File: config.mk
export PLATFORM = sky130hd
export DESIGN_NAME = ssd_capture4_flat
export DESIGN_NICKNAME = d
export VERILOG_FILES = /design/src/rtl/ssd_pkg.sv /design/src/rtl/ssd_capture4_if.sv /design/src/rtl/ssd_glyph_decode.sv /design/src/rtl/ssd_capture4.sv /design/src/flat_wrapper.sv
export SDC_FILE = /design/constraint.sdc
export NUM_CORES = 1
export LEC_CHECK = 0
export ABC_AREA = 1
export BUFFER_PORTS_ARGS = -buffer_cell sky130_fd_sc_hd__clkbuf_2
export CAP_MARGIN = 5
export CORE_ASPECT_RATIO = 1.4
export CORE_MARGIN = 2
export CORE_UTILIZATION = 55
export DETAILED_ROUTE_END_ITERATION = 10
export HOLD_SLACK_MARGIN = 0.12
export PLACE_DENSITY = 0.87
export SLEW_MARGIN = 20
export SYNTH_ARGS = -nofsm -noshare
export SYNTH_HDL_FRONTEND = slang
export SYNTH_HIERARCHICAL = 1
export SYNTH_SLANG_ARGS = --single-unit
export TNS_END_PERCENT = 20
File: constraint.sdc
create_clock -name clk -period 4.2 [get_ports clk]
set_input_delay 1.05 -clock clk [delete_from_list [all_inputs] [get_ports clk]]
set_output_delay 1.05 -clock clk [all_outputs]
set_load 0.03 [all_outputs]
File: src/rtl/ssd_pkg.sv
// ssd_pkg: shared seven-segment glyph constants and segment-order helper
package ssd_pkg;
  localparam logic [6:0] SSD_BLANK = 7'b1111111;
  localparam logic [15:0][6:0] SSD_GLYPH = {
    7'b0111000, 7'b0110000, 7'b1000010, 7'b0110001,
    7'b1100000, 7'b0001000, 7'b0000100, 7'b0000000,
    7'b0001111, 7'b0100000, 7'b0100100, 7'b1001100,
    7'b0000110, 7'b0010010, 7'b1001111, 7'b0000001
  };
  typedef struct packed {
    logic [3:0] an;
    logic [6:0] seg;
  } ssd_pins_t;
  function automatic logic [6:0] ssd_reorder(input logic [6:0] x);
    logic [6:0] r;
    for (int i = 0; i < 7; i++) r[i] = x[6-i];
    return r;
  endfunction
endpackage

File: src/rtl/ssd_capture4_if.sv
// ssd_capture4_if: SSD pin inputs and decoded capture outputs
interface ssd_capture4_if;
  logic [6:0] seg;
  logic [3:0] an;
  logic [3:0] digit3;
  logic [3:0] digit2;
  logic [3:0] digit1;
  logic [3:0] digit0;
  logic [3:0] valid;
  logic [3:0] blank;
  logic frame_done;
  logic glyph_err;
  logic timeout;
  modport master(output seg, an, input digit3, digit2, digit1, digit0, valid, blank, frame_done, glyph_err, timeout);
  modport slave(input seg, an, output digit3, digit2, digit1, digit0, valid, blank, frame_done, glyph_err, timeout);
endinterface

File: src/rtl/ssd_glyph_decode.sv
// ssd_glyph_decode: abcdefg glyph to hex nibble with legal/blank flags
module ssd_glyph_decode
  import ssd_pkg::*;
(
  input  logic [6:0] abcdefg,
  output logic [3:0] nibble,
  output logic       legal,
  output logic       is_blank
);
  assign is_blank = abcdefg == SSD_BLANK;
  always_comb begin
    nibble = '0;
    legal = 1'b0;
    for (int i = 0; i < 16; i++)
      if (abcdefg == SSD_GLYPH[i]) begin
        nibble = 4'(i);
        legal = 1'b1;
      end
  end
endmodule

File: src/rtl/ssd_capture4.sv
// ssd_capture4: samples multiplexed 4-digit SSD drive and decodes digits
module ssd_capture4
  import ssd_pkg::*;
#(
  parameter int STABLE_CYCLES = 16,
  parameter int TIMEOUT = 262144
) (
  input logic clk,
  input logic rst,
  ssd_capture4_if.slave bus
);
  localparam int CW = $clog2(STABLE_CYCLES);
  localparam int TW = $clog2(TIMEOUT);
  localparam logic [CW-1:0] CMAX = CW'(STABLE_CYCLES - 1);
  localparam logic [TW-1:0] TMAX = TW'(TIMEOUT - 1);
  ssd_pins_t pins, in_q;
  logic [CW-1:0] cnt;
  logic [TW-1:0] tcnt;
  logic armed, chg, cap, fd, to, legal, is_blank;
  logic [3:0] seen, cap_bit, nib, valid, blank;
  logic [3:0][3:0] dig;
  logic frame_done, glyph_err, timeout;
  logic [6:0] abc;
  assign pins = '{an: bus.an, seg: bus.seg};
  assign chg = pins != in_q;
  assign cap = armed && cnt == CMAX && $onehot(~in_q.an);
  assign cap_bit = cap ? ~in_q.an : 4'h0;
  assign fd = cap && (seen | cap_bit) == 4'hF;
  assign to = !fd && tcnt == TMAX;
  assign abc = ssd_reorder(in_q.seg);
  ssd_glyph_decode u_dec (
    .abcdefg(abc),
    .nibble(nib),
    .legal(legal),
    .is_blank(is_blank)
  );
  always_ff @(posedge clk) begin
    if (rst) begin
      in_q <= '{an: 4'hF, seg: 7'h7F};
      cnt <= '0;
      armed <= 1'b0;
      seen <= '0;
      tcnt <= '0;
      dig <= '0;
      valid <= '0;
      blank <= '0;
      frame_done <= 1'b0;
      glyph_err <= 1'b0;
      timeout <= 1'b0;
    end else begin
      in_q <= pins;
      cnt <= chg ? '0 : (cnt == CMAX ? cnt : cnt + 1'b1);
      armed <= chg | (armed & ~cap);
      for (int i = 0; i < 4; i++)
        if (cap_bit[i]) begin
          if (legal) dig[i] <= nib;
          valid[i] <= legal;
          blank[i] <= is_blank;
        end
      if (to) valid <= '0;
      seen <= (fd || to) ? 4'h0 : seen | cap_bit;
      tcnt <= (fd || to) ? '0 : tcnt + 1'b1;
      frame_done <= fd;
      glyph_err <= cap && !legal && !is_blank;
      timeout <= to;
    end
  end
  assign bus.digit0 = dig[0];
  assign bus.digit1 = dig[1];
  assign bus.digit2 = dig[2];
  assign bus.digit3 = dig[3];
  assign bus.valid = valid;
  assign bus.blank = blank;
  assign bus.frame_done = frame_done;
  assign bus.glyph_err = glyph_err;
  assign bus.timeout = timeout;
endmodule

File: src/flat_wrapper.sv
// flat-port wrapper written by rule: the top's interface ports become plain ports
module ssd_capture4_flat import ssd_pkg::*;
#(
  parameter int STABLE_CYCLES = 16,
  parameter int TIMEOUT = 262144
)
  (clk, rst, bus_seg, bus_an, bus_digit3, bus_digit2, bus_digit1, bus_digit0, bus_valid, bus_blank, bus_frame_done, bus_glyph_err, bus_timeout);
  ssd_capture4_if bus_i ();
  input logic clk;
  input logic rst;
  input wire logic [$bits(bus_i.seg)-1:0] bus_seg;
  input wire logic [$bits(bus_i.an)-1:0] bus_an;
  output wire logic [$bits(bus_i.digit3)-1:0] bus_digit3;
  output wire logic [$bits(bus_i.digit2)-1:0] bus_digit2;
  output wire logic [$bits(bus_i.digit1)-1:0] bus_digit1;
  output wire logic [$bits(bus_i.digit0)-1:0] bus_digit0;
  output wire logic [$bits(bus_i.valid)-1:0] bus_valid;
  output wire logic [$bits(bus_i.blank)-1:0] bus_blank;
  output wire logic [$bits(bus_i.frame_done)-1:0] bus_frame_done;
  output wire logic [$bits(bus_i.glyph_err)-1:0] bus_glyph_err;
  output wire logic [$bits(bus_i.timeout)-1:0] bus_timeout;
  assign bus_i.seg = bus_seg;
  assign bus_i.an = bus_an;
  assign bus_digit3 = bus_i.digit3;
  assign bus_digit2 = bus_i.digit2;
  assign bus_digit1 = bus_i.digit1;
  assign bus_digit0 = bus_i.digit0;
  assign bus_valid = bus_i.valid;
  assign bus_blank = bus_i.blank;
  assign bus_frame_done = bus_i.frame_done;
  assign bus_glyph_err = bus_i.glyph_err;
  assign bus_timeout = bus_i.timeout;
  ssd_capture4 #(.STABLE_CYCLES(STABLE_CYCLES), .TIMEOUT(TIMEOUT)) u_core (.clk(clk), .rst(rst), .bus(bus_i));
endmodule
Word level (Yosys, flattened, before mapping)

Cells that the tools add are included.

Register bits after elaboration: 65
Bits in latches: 0
Memory bits (writable): 0
Memory bits (read-only): 0
Output and inout port bits: 27
Word-level logic and storage cells: 102
Memories: 0

Add/subtract/negate cells: 5
Multiply operators: 0
Div/mod/pow operators: 0
Magnitude comparators: 0
Equal/unequal tests: 21
Shift operators: 0
Multiplexer cells: 32
Bitwise gates (word level): 5
Reductions and logical operators: 18

Operators by type and width:

| operator                                       | count |
|---|---|
| 2-to-1 mux 4 bit                               | 15 |
| == test 7 x 6 -> 1 bit (second input constant) | 5 |
| == test 7 bit (second input constant)          | 5 |
| adder 18 x 1 -> 18 bit (second input constant) | 1 |
| == test 18 bit (second input constant)         | 1 |
| 2-to-1 mux 1 bit                               | 17 |
| == test 7 x 3 -> 1 bit (second input constant) | 2 |
| == test 7 x 4 -> 1 bit (second input constant) | 2 |
| != test 11 bit                                 | 1 |
| == test 4 bit (second input constant)          | 2 |
| AND reduction 2 bit                            | 4 |
| == test 7 x 1 -> 1 bit (second input constant) | 1 |
| == test 7 x 5 -> 1 bit (second input constant) | 1 |
| logical NOT 7 bit                              | 1 |
| logical AND 1 bit                              | 6 |
| OR reduction 2 bit                             | 3 |
| adder 1 x 1 -> 2 bit                           | 2 |
| adder 4 x 1 -> 4 bit (second input constant)   | 1 |
| inverter 4 bit                                 | 1 |
| bitwise OR 4 bit                               | 1 |
| adder 3 bit                                    | 1 |
| == test 3 x 1 -> 1 bit (second input constant) | 1 |
| logical NOT 1 bit                              | 3 |
| bitwise AND 1 bit                              | 1 |
| 3 further kinds                                | 3 |

Longest topological paths before layout

Gate-level depths: netlist of run 1.

Word-level depth: 20
Mapped depth: 14
Gate-level depth less buffers: 14

Cells and area by module

The synthesis of run 1 kept the hierarchy.

Modules (own cells, without submodules):

| module           | times used | cells an instance | area an instance (um^2) | sequential area each (um^2) |
|---|---|---|---|---|
| ssd_capture4     | 1          | 349               | 2706.3                  | 1301.2 |
| ssd_glyph_decode | 1          | 60                | 299.0                   | 0.0 |

Worst setup path after synthesis of run 1

Ideal clock, no wire load.

Path type: reg2reg
Start point: reg u_core/in_q[7] (netlist name)
End point: reg u_core.tcnt[2]
Arrival: 2318 ps
Required time: 4084 ps
Setup slack: 1766 ps
Stages on the path, launching flop included: 14
Clock period less this slack: 2434 ps
Cell sequence: dfxtp_1 fa_1 inv_1 ha_1 ha_1 inv_1 nand2_1 nor2_1 nand2_1 a21oi_2 nand4_2 nand3_2 buf_6 nor2_1

Cells in the longest elaborated chain, start to end: 13

Ends and longest elaborated chain:

| item                                       | RTL line                               | source |
|---|---|---|
| start: declaration                         | ssd_capture4.sv:16                     | `ssd_pins_t pins, in_q;` |
| start signal: assignment                   | ssd_capture4.sv:39                     | `in_q <= '{an: 4'hF, seg: 7'h7F};` |
| start signal: assignment                   | ssd_capture4.sv:51                     | `in_q <= pins;` |
| inverter 4 bit *                           | ssd_capture4.sv:26, ssd_capture4.sv:27 |  |
| adder 1 x 1 -> 2 bit (not written as such) | ssd_capture4.sv:26                     | `assign cap = armed && cnt == CMAX && $onehot(~in_q.an);` |
| adder 3 bit (not written as such)          | ssd_capture4.sv:26                     |  |
| == test 3 x 1 -> 1 bit                     | ssd_capture4.sv:26                     |  |
| logical AND 1 bit                          | ssd_capture4.sv:26                     |  |
| 2-to-1 mux 4 bit                           | ssd_capture4.sv:27                     | `assign cap_bit = cap ? ~in_q.an : 4'h0;` |
| bitwise OR 4 bit                           | ssd_capture4.sv:28                     | `assign fd = cap && (seen \| cap_bit) == 4'hF;` |
| == test 4 bit                              | ssd_capture4.sv:28                     |  |
| logical AND 1 bit *                        | ssd_capture4.sv:28                     |  |
| logical NOT 1 bit                          | ssd_capture4.sv:29                     | `assign to = !fd && tcnt == TMAX;` |
| logical AND 1 bit                          | ssd_capture4.sv:29                     |  |
| logical OR 1 bit *                         | ssd_capture4.sv:62                     | `tcnt <= (fd \|\| to) ? '0 : tcnt + 1'b1;` |
| OR reduction 2 bit (no line) *             | n/a                                    |  |
| end signal: assignment                     | ssd_capture4.sv:62                     |  |
| end: declaration                           | ssd_capture4.sv:18                     | `logic [TW-1:0] tcnt;` |

Mark *: on every way between the ends. The rest lies on a longest branch, timed or not.
A chain may end at the register's enable or synchronous reset.

Worst setup path after layout of run 1

Start point: reg u_core/in_q[7] (netlist name)
End point: reg u_core.seen[3]

Cells in the longest elaborated chain, start to end: 13

Ends and longest elaborated chain:

| item                                       | RTL line                               | source |
|---|---|---|
| inverter 4 bit *                           | ssd_capture4.sv:26, ssd_capture4.sv:27 |  |
| adder 1 x 1 -> 2 bit (not written as such) | ssd_capture4.sv:26                     |  |
| adder 3 bit (not written as such)          | ssd_capture4.sv:26                     |  |
| == test 3 x 1 -> 1 bit                     | ssd_capture4.sv:26                     |  |
| logical AND 1 bit                          | ssd_capture4.sv:26                     |  |
| 2-to-1 mux 4 bit                           | ssd_capture4.sv:27                     |  |
| bitwise OR 4 bit                           | ssd_capture4.sv:28, ssd_capture4.sv:61 |  |
| == test 4 bit                              | ssd_capture4.sv:28                     |  |
| logical AND 1 bit                          | ssd_capture4.sv:28                     |  |
| logical NOT 1 bit                          | ssd_capture4.sv:29                     |  |
| logical AND 1 bit                          | ssd_capture4.sv:29                     |  |
| logical OR 1 bit                           | ssd_capture4.sv:61                     | `seen <= (fd \|\| to) ? 4'h0 : seen \| cap_bit;` |
| OR reduction 2 bit (no line)               | n/a                                    |  |
| end signal: assignment                     | ssd_capture4.sv:61                     |  |
| end: declaration                           | ssd_capture4.sv:20                     | `logic [3:0] seen, cap_bit, nib, valid, blank;` |

Marked as above.

==> run metrics, run 1 <==
DRC viols 0; status finished clean; #FFs+latches synth 65; Critical R2R Capture u_core/seen[3]$_SDFF_PP0_; CTS sink count 65; Crit Reg-Reg Startpoint u_core/in_q[7]$_SDFF_PP1_; hold path cells 1; Cell Area, Synth 3010 um^2; Post-Place Setup Slack 1380 ps; 1st-iter DRT viols 180; fraction of layout cells with a size suffix above 1 18.2%; Comb power frac 5.0%; RSZ-0062 raised after global routing no; IO buf count 39; Final Max Tran Viols 0; Hold Crit Start u_core/tcnt[0]$_SDFF_PP0_; Vias 2716; slowest CP cell fa_1; switching share of total power 24.1%; Gate Count Post-Synth 409; clk slew on worst S/H paths 70 ps; WS Path Type reg -> reg; # hold bufs at CTS 0; Internal 938 uW; worst hold margin 458 ps; final hold vios 0; synth-to-layout area growth 14.2%; Critical Path Sink Type register; Synth Warn # 6; period utilization 68.0%; max_cap viols 0; first-pass GRT wire length 10900 um; Worst Max-Slew Pin Slew 622 ps; metal3 WL 252 um; worst path cell trace fa_1, inv_1, ha_1, ha_1, inv_1, nand2_1, nor2_1, nand3_1, nand2_1, nand4_2, nand3_2, nor2_1; TritonCTS clock tree built; vias in the first global route 2597; Post-Route WL 6500 um; Post-DRT Antenna Nets 0; worst path arrival time 3060 ps; count of boundary I/O pins 40; clk_lat worst skew 340 ps; Seq/Total Area, Yosys 43.3%; H-tree depth 3; worst setup path start u_core/in_q[7]$_SDFF_PP1_; syn avg cell area 7.35 um^2; Top reg by flops u_core/tcnt; startpoint class of the critical path register; Die Wd 66.5 um; Worst VDD drop 0.288 mV; post-CTS resize count 0; Die Span Y 91.5 um; wire per inst 12.5 um; Clk network pwr share 43.6%; routed wl met2 3650 um; final setup fails 0; hold crit path type reg -> reg; Reg2Reg Depth 12; Placed Cells 506; gp weighted congestion 0.859; Highest Signal Layer met4; Final min period 2860 ps; Pre-Repair DR Iteration Count 4; Mapped Nets 427; Overflow after GRT 0; Inserted Diodes 0; Max Freq 350 MHz; initial antenna violation count 0; core box area 5240 um^2; Sequential Power Share 51.4%; Largest stage delay, worst path 550 ps; CTS Buffer Depth 2; initial core utilization 57.4%; root buffer cell clkbuf_8; Metal-1 WL 2490 um; WP data required 4410 ps; Min-Delay Endpoint u_core/tcnt[0]$_SDFF_PP0_; Die ar. 6080 um^2; detailed placement HPWL 4710 um; pwr dens 360 nW/um^2; non-filler cells, final 522; Static Leak 1.55 nW; Total GRT Usage 23.3%; number of flip-flops in the largest register 18; slew margin rel. 58.4%; Via density 5.20; Post-CTS Setup Bufs 0; sw power 297 uW; R2R setup slack 1340 ps; Final WS setup 1340 ps; total CTS buffers 9; Worst Path Buf+Inv 2; Final Skew 12.5 ps; FP Rows 31; # nets final 469; CP Max Fanout 20; Tot Pwr 1.24 mW; Sum Neg Setup Slack 0 ps; pin count of the biggest net entering global routing 30; Yosys cell types 31; delay-heaviest family, CP simple AND/OR/NAND/NOR gates
==> final cells by class <==
type / count / area, um^2
Clock inverter: 6 / 66.3
Timing Repair Buffer: 39 / 195
Inverter: 56 / 210
Fill cell: 448 / 1800
Tap cell: 66 / 82.6
Multi-Input combinational cell: 280 / 1440
Sequential cell: 65 / 1300
Clock buffer: 10 / 138
==> cell families (layout without fill, tap and decap cells) <==
logic type	Yosys count	in the layout	share of synthesized area, %
compound gates	28	28	5.08
buf+inv	64	111	8.83
simple gates	224	224	33.8
xor+xnor	23	23	6.70
flops	65	65	43.3
fa+ha+maj	5	5	2.33
==> cells in the final DEF (no fill, tap or decap), drive strengths merged <==
cell      instances
o21ai             4
inv              57
nor3              8
nor4              1
clkinv            1
xor2             15
a21oi            22
nand4            11
o211ai            1
fa                1
nand2            93
or2              11
and2              1
nor2             64
bufinv            1
a21boi            1
clkinvlp          3
dfxtp            65
nand3b            1
ha                4
nand3            34
clkbuf           49
xnor2             8
==> per-stage QoR <==
stage	instance area, um^2	utilization [%]
after CTS	3430	65.5
after detailed placement	3230	61.6
after global placement	3230	61.6
after global routing	3430	65.5
after floorplan	3010	-
final	3430	65.5
==> synth_stat cells, drive strengths merged <==
| cell | n | area [um^2] |
|---|---|---|
| nor3 | 8 | 40.0 |
| fa | 1 | 20.0 |
| nand2 | 93 | 359 |
| o211ai | 1 | 7.51 |
| dfxtp | 65 | 1300 |
| nand4 | 11 | 75.1 |
| nor2 | 64 | 263 |
| xor2 | 15 | 131 |
| ha | 4 | 50.1 |
| or2 | 11 | 68.8 |
| nand3b | 1 | 20.0 |
| and2 | 1 | 7.51 |
| a21boi | 1 | 7.51 |
| clkbuf | 6 | 32.5 |
| inv | 56 | 210 |
| a21oi | 22 | 114 |
| o21ai | 4 | 23.8 |
| buf | 2 | 22.5 |
| xnor2 | 8 | 70.1 |
| nor4 | 1 | 6.26 |
| nand3 | 34 | 175 |
==> power by group through the flow <==
stage          clock, mW  combinational (mW)  sequential, mW
2_1_floorplan          0              0.0473           0.647
3_3_place_gp           0              0.0589           0.649
3_5_place_dp           0              0.0617           0.649
4_1_cts            0.551              0.0619           0.635
5_1_grt            0.572              0.0708           0.636
6_report           0.539              0.0620           0.635
==> worst max path at each step <==
| stage | endpoint | depth (start not counted) |
|---|---|---|
| after floorplan | u_core/tcnt[2]$_SDFF_PP0_ | 13 |
| after global placement | u_core/tcnt[9]$_SDFF_PP0_ | 12 |
| after detailed placement | u_core/tcnt[15]$_SDFF_PP0_ | 12 |
| after CTS | u_core/seen[3]$_SDFF_PP0_ | 12 |
| after global routing | u_core/tcnt[4]$_SDFF_PP0_ | 12 |
| final | u_core/seen[3]$_SDFF_PP0_ | 12 |
==> per-layer routing <==
metal	global-route usage, %	vias up
met4	10.9	0
met2	44.4	68
met1	22.9	1274
li1	-	1365
met5	0	-
met3	4.46	9
==> worst register-to-register path: cells and delay by family (launching register included) <==
kind,cells,cell delay [ps]
adder cells (fa/ha/maj),3,980
AND/OR/NAND/NOR,7,1270
buffers and inverters,2,90
flip-flops,1,390
Power figures use the tool's default switching activity.
==> inputs of run 2 (changes only) <==
--- a/config.mk
+++ b/config.mk
@@ -5,7 +5,7 @@
 export SDC_FILE = /design/constraint.sdc
 export NUM_CORES = 1
 export LEC_CHECK = 0
-export ABC_AREA = 1
+export ABC_AREA = 0
 export BUFFER_PORTS_ARGS = -buffer_cell sky130_fd_sc_hd__clkbuf_2
 export CAP_MARGIN = 5
 export CORE_ASPECT_RATIO = 1.4
@@ -13,7 +13,7 @@
 export CORE_UTILIZATION = 55
 export DETAILED_ROUTE_END_ITERATION = 10
 export HOLD_SLACK_MARGIN = 0.12
-export PLACE_DENSITY = 0.87
+export PLACE_DENSITY = 0.86
 export SLEW_MARGIN = 20
 export SYNTH_ARGS = -nofsm -noshare
 export SYNTH_HDL_FRONTEND = slang
==> constraint.sdc (replaced) <==
create_clock -name clk -period 2.9 [get_ports clk]
set_input_delay 0.725 -clock clk [delete_from_list [all_inputs] [get_ports clk]]
set_output_delay 0.725 -clock clk [all_outputs]
set_load 0.03 [all_outputs]
==> run 2 against run 1 <==
Compared with the run above:
- core utilization fell by 0.37 points
- sequential cell count did not move
- register-to-register slack lost 1100 ps
- combinational power rose by 95%
- largest power group unchanged
==> run metrics, run 2 <==
status finished clean; Metal-1 WL 2660 um; most used cell, CP ha_1; clk_lat worst skew 340 ps; Comb power frac 6.7%; 1st-iter DRT viols 174; number of flip-flops in the largest register 18; Highest Signal Layer met4; Die Span Y 93.6 um; most frequent cells after synthesis 65 x dfxtp_1, 31 x nor3_1, 30 x nor2_1, 23 x xnor2_1, 22 x mux2i_1; Worst VDD drop 0.332 mV; Seq/Total Area, Yosys 41.3%; Post-DRT Antenna Nets 0; Final WS setup 204 ps; CTS sink count 65; IO buf count 39; fillers 464; Static Leak 1.35 nW; Hold Crit Start u_core/bus.digit0[2]$_SDFFE_PP0P_; Critical R2R Capture u_core/bus.digit1[0]$_SDFFE_PP0P_; core box area 5530 um^2; H-tree depth 3; Finished Core Util 65.2%; Top reg by flops u_core/tcnt; WP data required 3120 ps; hold crit path type reg -> reg; Crit Reg-Reg Startpoint u_core/in_q[8]$_SDFF_PP1_; Critical Path Sink Type register; Worst Max-Slew Pin Slew 760 ps; Die Wd 68.0 um; CP Max Fanout 8; most common cell in the netlist dfxtp_1; Sequential Power Share 51.9%; count of boundary I/O pins 40; #FFs+latches synth 65; pwr dens 497 nW/um^2; first-pass GRT wire length 10900 um; pin count of the biggest net entering global routing 31; Final Skew 9.23 ps; total CTS buffers 9; synth-to-layout area growth 14.2%; Synth Warn # 6; post-synth top area cell dfxtp_1; wire per inst 14.9 um; FP Rows 32; Post-Route WL 6690 um; TritonCTS clock tree built; Vias 2605; Total GRT Usage 22.6%; Yosys cell types 54; max_cap viols 0; syn avg cell area 9.44 um^2; footprint of the multi-input gates 1720 um^2; Cell Area, Synth 3150 um^2; Via density 5.80; vias in the first global route 2439; leading cell type in the layout, fill and taps excluded dfxtp_1; Post-synth top flop dfxtp_1; worst path arrival time 2920 ps; period utilization 93.0%; Sequential Area 1300 um^2; Gate Count Post-Synth 334; number of synthesized flops with an enable pin 0; Die ar. 6360 um^2; non-filler cells, final 449; sw power 436 uW; clk slew on worst S/H paths 70 ps; Inserted Diodes 0; post-synth top area share 41.3%; root buffer cell clkbuf_8; R2R setup slack 200 ps; DRC viols 0; initial core utilization 57.1%; RSZ-0062 raised after global routing no; # nets final 394; Final min period 2700 ps; final setup fails 0; initial antenna violation count 0; gp weighted congestion 0.815; largest cells by area after synthesis dfxtp_1 41%, mux2i_1 7.0%, xnor2_1 6.4%, nor3_1 4.9%, nor2_1 3.6%; CTS Buffer Depth 2; detailed placement HPWL 4820 um; Sum Neg Setup Slack 0 ps; Placed Cells 433; Largest stage delay, worst path 530 ps; switching share of total power 24.4%; commonest non-fill, non-tap cells in the layout 65 x dfxtp_1, 39 x clkbuf_2, 31 x nor3_1, 30 x nor2_1, 23 x xnor2_1; Reg2Reg Depth 9; Tot Pwr 1.79 mW; Mapped Nets 352; startpoint class of the critical path register; Internal 1.35 mW; Clk network pwr share 41.3%; ys async rst share 0%; Overflow after GRT 0; fraction of layout cells with a size suffix above 1 23.9%; hold path cells 2; Max Freq 371 MHz; metal3 WL 259 um; Pre-Repair DR Iteration Count 6; final hold vios 0; Final Max Tran Viols 0; WS Path Type reg -> reg; slew margin rel. 49.3%; slowest CP cell fa_1; Post-Place Setup Slack 159 ps; worst path cell trace fa_1, inv_1, ha_1, ha_1, nand4bb_1, buf_4, nor4b_4, mux2i_1, nor2_1; Min-Delay Endpoint u_core/bus.digit0[2]$_SDFFE_PP0P_; routed wl met2 3650 um
## run 2: changes by cell type in the layout (fill, tap and decap cells not counted), moves of 5 or more
cell      change
a21oi_1      -14
mux2i_1      +22
nor3_1       +23
nor2_1       -29
nor4_1        +6
nand2_1      -78
buf_4        +10
nor2b_1       +5
o21ai_0       +6
inv_1        -44
nand2b_1      +6
xor2_1       -11
nand3_1      -21
xnor2_1      +15
## run 2: kinds of logic (layout without fill, tap and decap cells)
| group | Yosys count | in the layout | synth area share [%] |
|---|---|---|---|
| AOI/OAI and AO/OA | 38 | 38 | 8.65 |
| xor gates and xnor gates | 27 | 27 | 7.50 |
| adders and majority gates | 5 | 5 | 2.22 |
| buffers and inverters | 26 | 73 | 4.44 |
| DFF | 65 | 65 | 41.3 |
| muxes | 22 | 22 | 6.98 |
| and+or+nand+nor | 151 | 151 | 28.9 |
## run 2: how the worst max path moves through the flow
| stage | depth (start not counted) | slack (ps) | from | end |
|---|---|---|---|---|
| after floorplan | 10 | 310 | u_core/in_q[7]$_SDFF_PP1_ | u_core/armed$_SDFF_PP0_ |
| after global placement | 7 | 250 | u_core/abc[2]$_SDFF_PP1_ | u_core/bus.digit1[0]$_SDFFE_PP0P_ |
| after detailed placement | 8 | 160 | u_core/in_q[8]$_SDFF_PP1_ | u_core/armed$_SDFF_PP0_ |
| after CTS | 8 | 130 | u_core/in_q[8]$_SDFF_PP1_ | u_core/armed$_SDFF_PP0_ |
| after global routing | 8 | 70 | u_core/in_q[8]$_SDFF_PP1_ | u_core/armed$_SDFF_PP0_ |
| final | 9 | 200 | u_core/in_q[8]$_SDFF_PP1_ | u_core/bus.digit1[0]$_SDFFE_PP0P_ |
## run 2: cell type report
cell class                 count  share of cell area [%]
multi-input combinational    243                    47.7
sequential                    65                    36.1
timing repair buffer          49                    7.51
clock buffer                   9                    3.44
tap                           68                    2.36
clock inverter                 7                    1.98
inverter                       8                   0.834
## run 2: timing repair
action,in CTS,in global routing
buffers inserted,0,0
setup endpoints to repair,0,26
hold buffers,0,0
resized for setup,0,2
## run 2: power groups by stage
| stage | clock [mW] | combinational, mW | sequential (mW) |
|---|---|---|---|
| floorplan | 0 | 0.0928 | 0.940 |
| global placement | 0 | 0.115 | 0.947 |
| detailed placement | 0 | 0.119 | 0.948 |
| CTS | 0.757 | 0.120 | 0.927 |
| global route | 0.802 | 0.133 | 0.930 |
| finish | 0.739 | 0.121 | 0.929 |
## run 2: critical path: cells and delay by family (launching register included)
family	cells	cell delay, ps
mux	1	240
buf+inv	2	250
flops	1	400
fa+ha+maj	3	990
simple gates	3	700
## run 2: metrics by stage
step	hold WS (ps)	instance area [um^2]
6_report	494	3600
5_1_grt	519	3600
4_1_cts	494	3590
3_5_place_dp	482	3400
3_3_place_gp	469	3400
2_1_floorplan	453	3150
## run 2: routing by layer
metal | track usage (%) | up-vias
met5 | 0 | -
met4 | 9.33 | 0
met3 | 6.62 | 13
met2 | 39.6 | 57
met1 | 24.5 | 1248
li1 | - | 1287
==> inputs of run 3 (changes only) <==
--- a/config.mk
+++ b/config.mk
@@ -5,7 +5,7 @@
 export SDC_FILE = /design/constraint.sdc
 export NUM_CORES = 1
 export LEC_CHECK = 0
-export ABC_AREA = 0
+export ABC_AREA = 1
 export BUFFER_PORTS_ARGS = -buffer_cell sky130_fd_sc_hd__clkbuf_2
 export CAP_MARGIN = 5
 export CORE_ASPECT_RATIO = 1.4
@@ -13,7 +13,7 @@
 export CORE_UTILIZATION = 55
 export DETAILED_ROUTE_END_ITERATION = 10
 export HOLD_SLACK_MARGIN = 0.12
-export PLACE_DENSITY = 0.86
+export PLACE_DENSITY = 0.87
 export SLEW_MARGIN = 20
 export SYNTH_ARGS = -nofsm -noshare
 export SYNTH_HDL_FRONTEND = slang
==> run 3 against run 2 <==
Compared with the run above:
- worst hold slack worse by 38 ps
- worst setup slack better by 46 ps
- critical path depth up 4
- largest power group unchanged
==> run metrics, run 3 (same netlist as run 1, synthesis figures left out) <==
status finished clean; FP Rows 31; switching share of total power 23.4%; CTS sink count 65; pwr dens 545 nW/um^2; Internal 1.45 mW; R2R setup slack 250 ps; Final Skew 11.0 ps; synth-to-layout area growth 15.6%; final hold vios 0; Die Span Y 91.5 um; first-pass GRT wire length 11000 um; wire per inst 12.3 um; Worst VDD drop 0.397 mV; Inserted Diodes 0; Static Leak 1.58 nW; CTS Buffer Depth 2; Clk network pwr share 46.5%; Comb power frac 4.9%; number of flip-flops in the largest register 18; gp weighted congestion 0.857; Sequential Power Share 48.6%; Worst Max-Slew Pin Slew 604 ps; initial antenna violation count 0; period utilization 91.4%; Sum Neg Setup Slack 0 ps; total CTS buffers 9; core box area 5240 um^2; Placed Cells 507; Vias 2683; # nets final 470; non-filler cells, final 523; count of boundary I/O pins 40; clk slew on worst S/H paths 80 ps; commonest non-fill, non-tap cells in the layout 89 x nand2_1, 65 x dfxtp_1, 58 x nor2_1, 52 x inv_1, 39 x clkbuf_2; Pre-Repair DR Iteration Count 4; leading cell type in the layout, fill and taps excluded nand2_1; Critical Path Sink Type register; Final min period 2650 ps; Overflow after GRT 0; final setup fails 0; Die ar. 6080 um^2; WS Path Type reg -> reg; max_cap viols 0; fraction of layout cells with a size suffix above 1 18.6%; sw power 443 uW; Max Freq 377 MHz; slew margin rel. 59.6%; TritonCTS clock tree built; Die Wd 66.5 um; Post-DRT Antenna Nets 0; DRC viols 0; # hold bufs at CTS 0; RSZ-0062 raised after global routing no; H-tree depth 3; hold crit path type reg -> reg; Total GRT Usage 23.5%; IO buf count 39; worst hold margin 456 ps; Top reg by flops u_core/tcnt; worst path arrival time 2940 ps; root buffer cell clkbuf_8; 1st-iter DRT viols 253; Via density 5.13; startpoint class of the critical path register; clk_lat worst skew 350 ps; CP Max Fanout 5; detailed placement HPWL 4720 um; initial core utilization 57.4%; pin count of the biggest net entering global routing 29; vias in the first global route 2658; WP data required 3190 ps; Final Max Tran Viols 0; Post-Route WL 6420 um
-- run 3: path summary, 6_finish.rpt --
kind / start / end / depth (start not counted)
worst max-delay path: u_core/in_q[7]$_SDFF_PP1_ / u_core/bus.valid[1]$_SDFFE_PP0P_ / 13
worst min-delay path: u_core/tcnt[0]$_SDFF_PP0_ / u_core/tcnt[0]$_SDFF_PP0_ / 1
worst max register to register: u_core/in_q[7]$_SDFF_PP1_ / u_core/bus.valid[1]$_SDFFE_PP0P_ / 13
worst min register to register: u_core/tcnt[0]$_SDFF_PP0_ / u_core/tcnt[0]$_SDFF_PP0_ / 1
-- run 3: per-stage QoR --
| stage | area (um^2) | setup WS (ps) | utilization (%) | total power [mW] |
|---|---|---|---|---|
| after floorplan | 3010 | 466 | - | 1.01 |
| after global placement | 3240 | 211 | 61.8 | 1.03 |
| after detailed placement | 3240 | 70.6 | 61.8 | 1.03 |
| after CTS | 3460 | 47.4 | 66.1 | 1.90 |
| after global routing | 3470 | 13.6 | 66.3 | 1.95 |
| final | 3470 | 250 | 66.3 | 1.89 |
-- run 3: critical path, cell delays in order (launching register included) --
cell     delay (ps)
dfxtp_1         390
fa_1            550
inv_1            40
ha_1            170
ha_1            260
inv_1            50
nand2_1          50
nor2_2          170
nand3_1         180
nand2_1         150
nand4_2         200
nand2_1         120
nand2_1         140
nor2_1          130
-- run 3: layer usage --
layer | GRT usage [%] | routed length, um | vias to the layer above
li1 | - | - | 1359
met1 | 22.9 | 2450 | 1242
met2 | 43.3 | 3500 | 63
met3 | 5.33 | 260 | 19
met4 | 13.8 | 211 | 0
met5 | 0 | 0 | -
-- run 3: repair_timing --
| action | CTS | global route |
|---|---|---|
| setup endpoints to repair | 0 | 24 |
| resized for setup | 0 | 2 |
| buffers inserted | 0 | 0 |
-- run 3: area by class of cell --
class,count,area (um^2)
repair buffers,40,203
clock inverters,6,90.1
multi-input cells,280,1450
flip-flops and latches,65,1300
clock buffers,10,138
inverters,56,210
well taps,66,82.6
fillers,429,1760
-- run 3: power by group through the flow --
| stage | Combinational (mW) | Clock (mW) | Sequential (mW) |
|---|---|---|---|
| 6_report | 0.0926 | 0.880 | 0.920 |
| 5_1_grt | 0.105 | 0.927 | 0.921 |
| 4_1_cts | 0.0910 | 0.890 | 0.919 |
| 3_5_place_dp | 0.0903 | 0 | 0.940 |
| 3_3_place_gp | 0.0866 | 0 | 0.939 |
| 2_1_floorplan | 0.0685 | 0 | 0.937 |
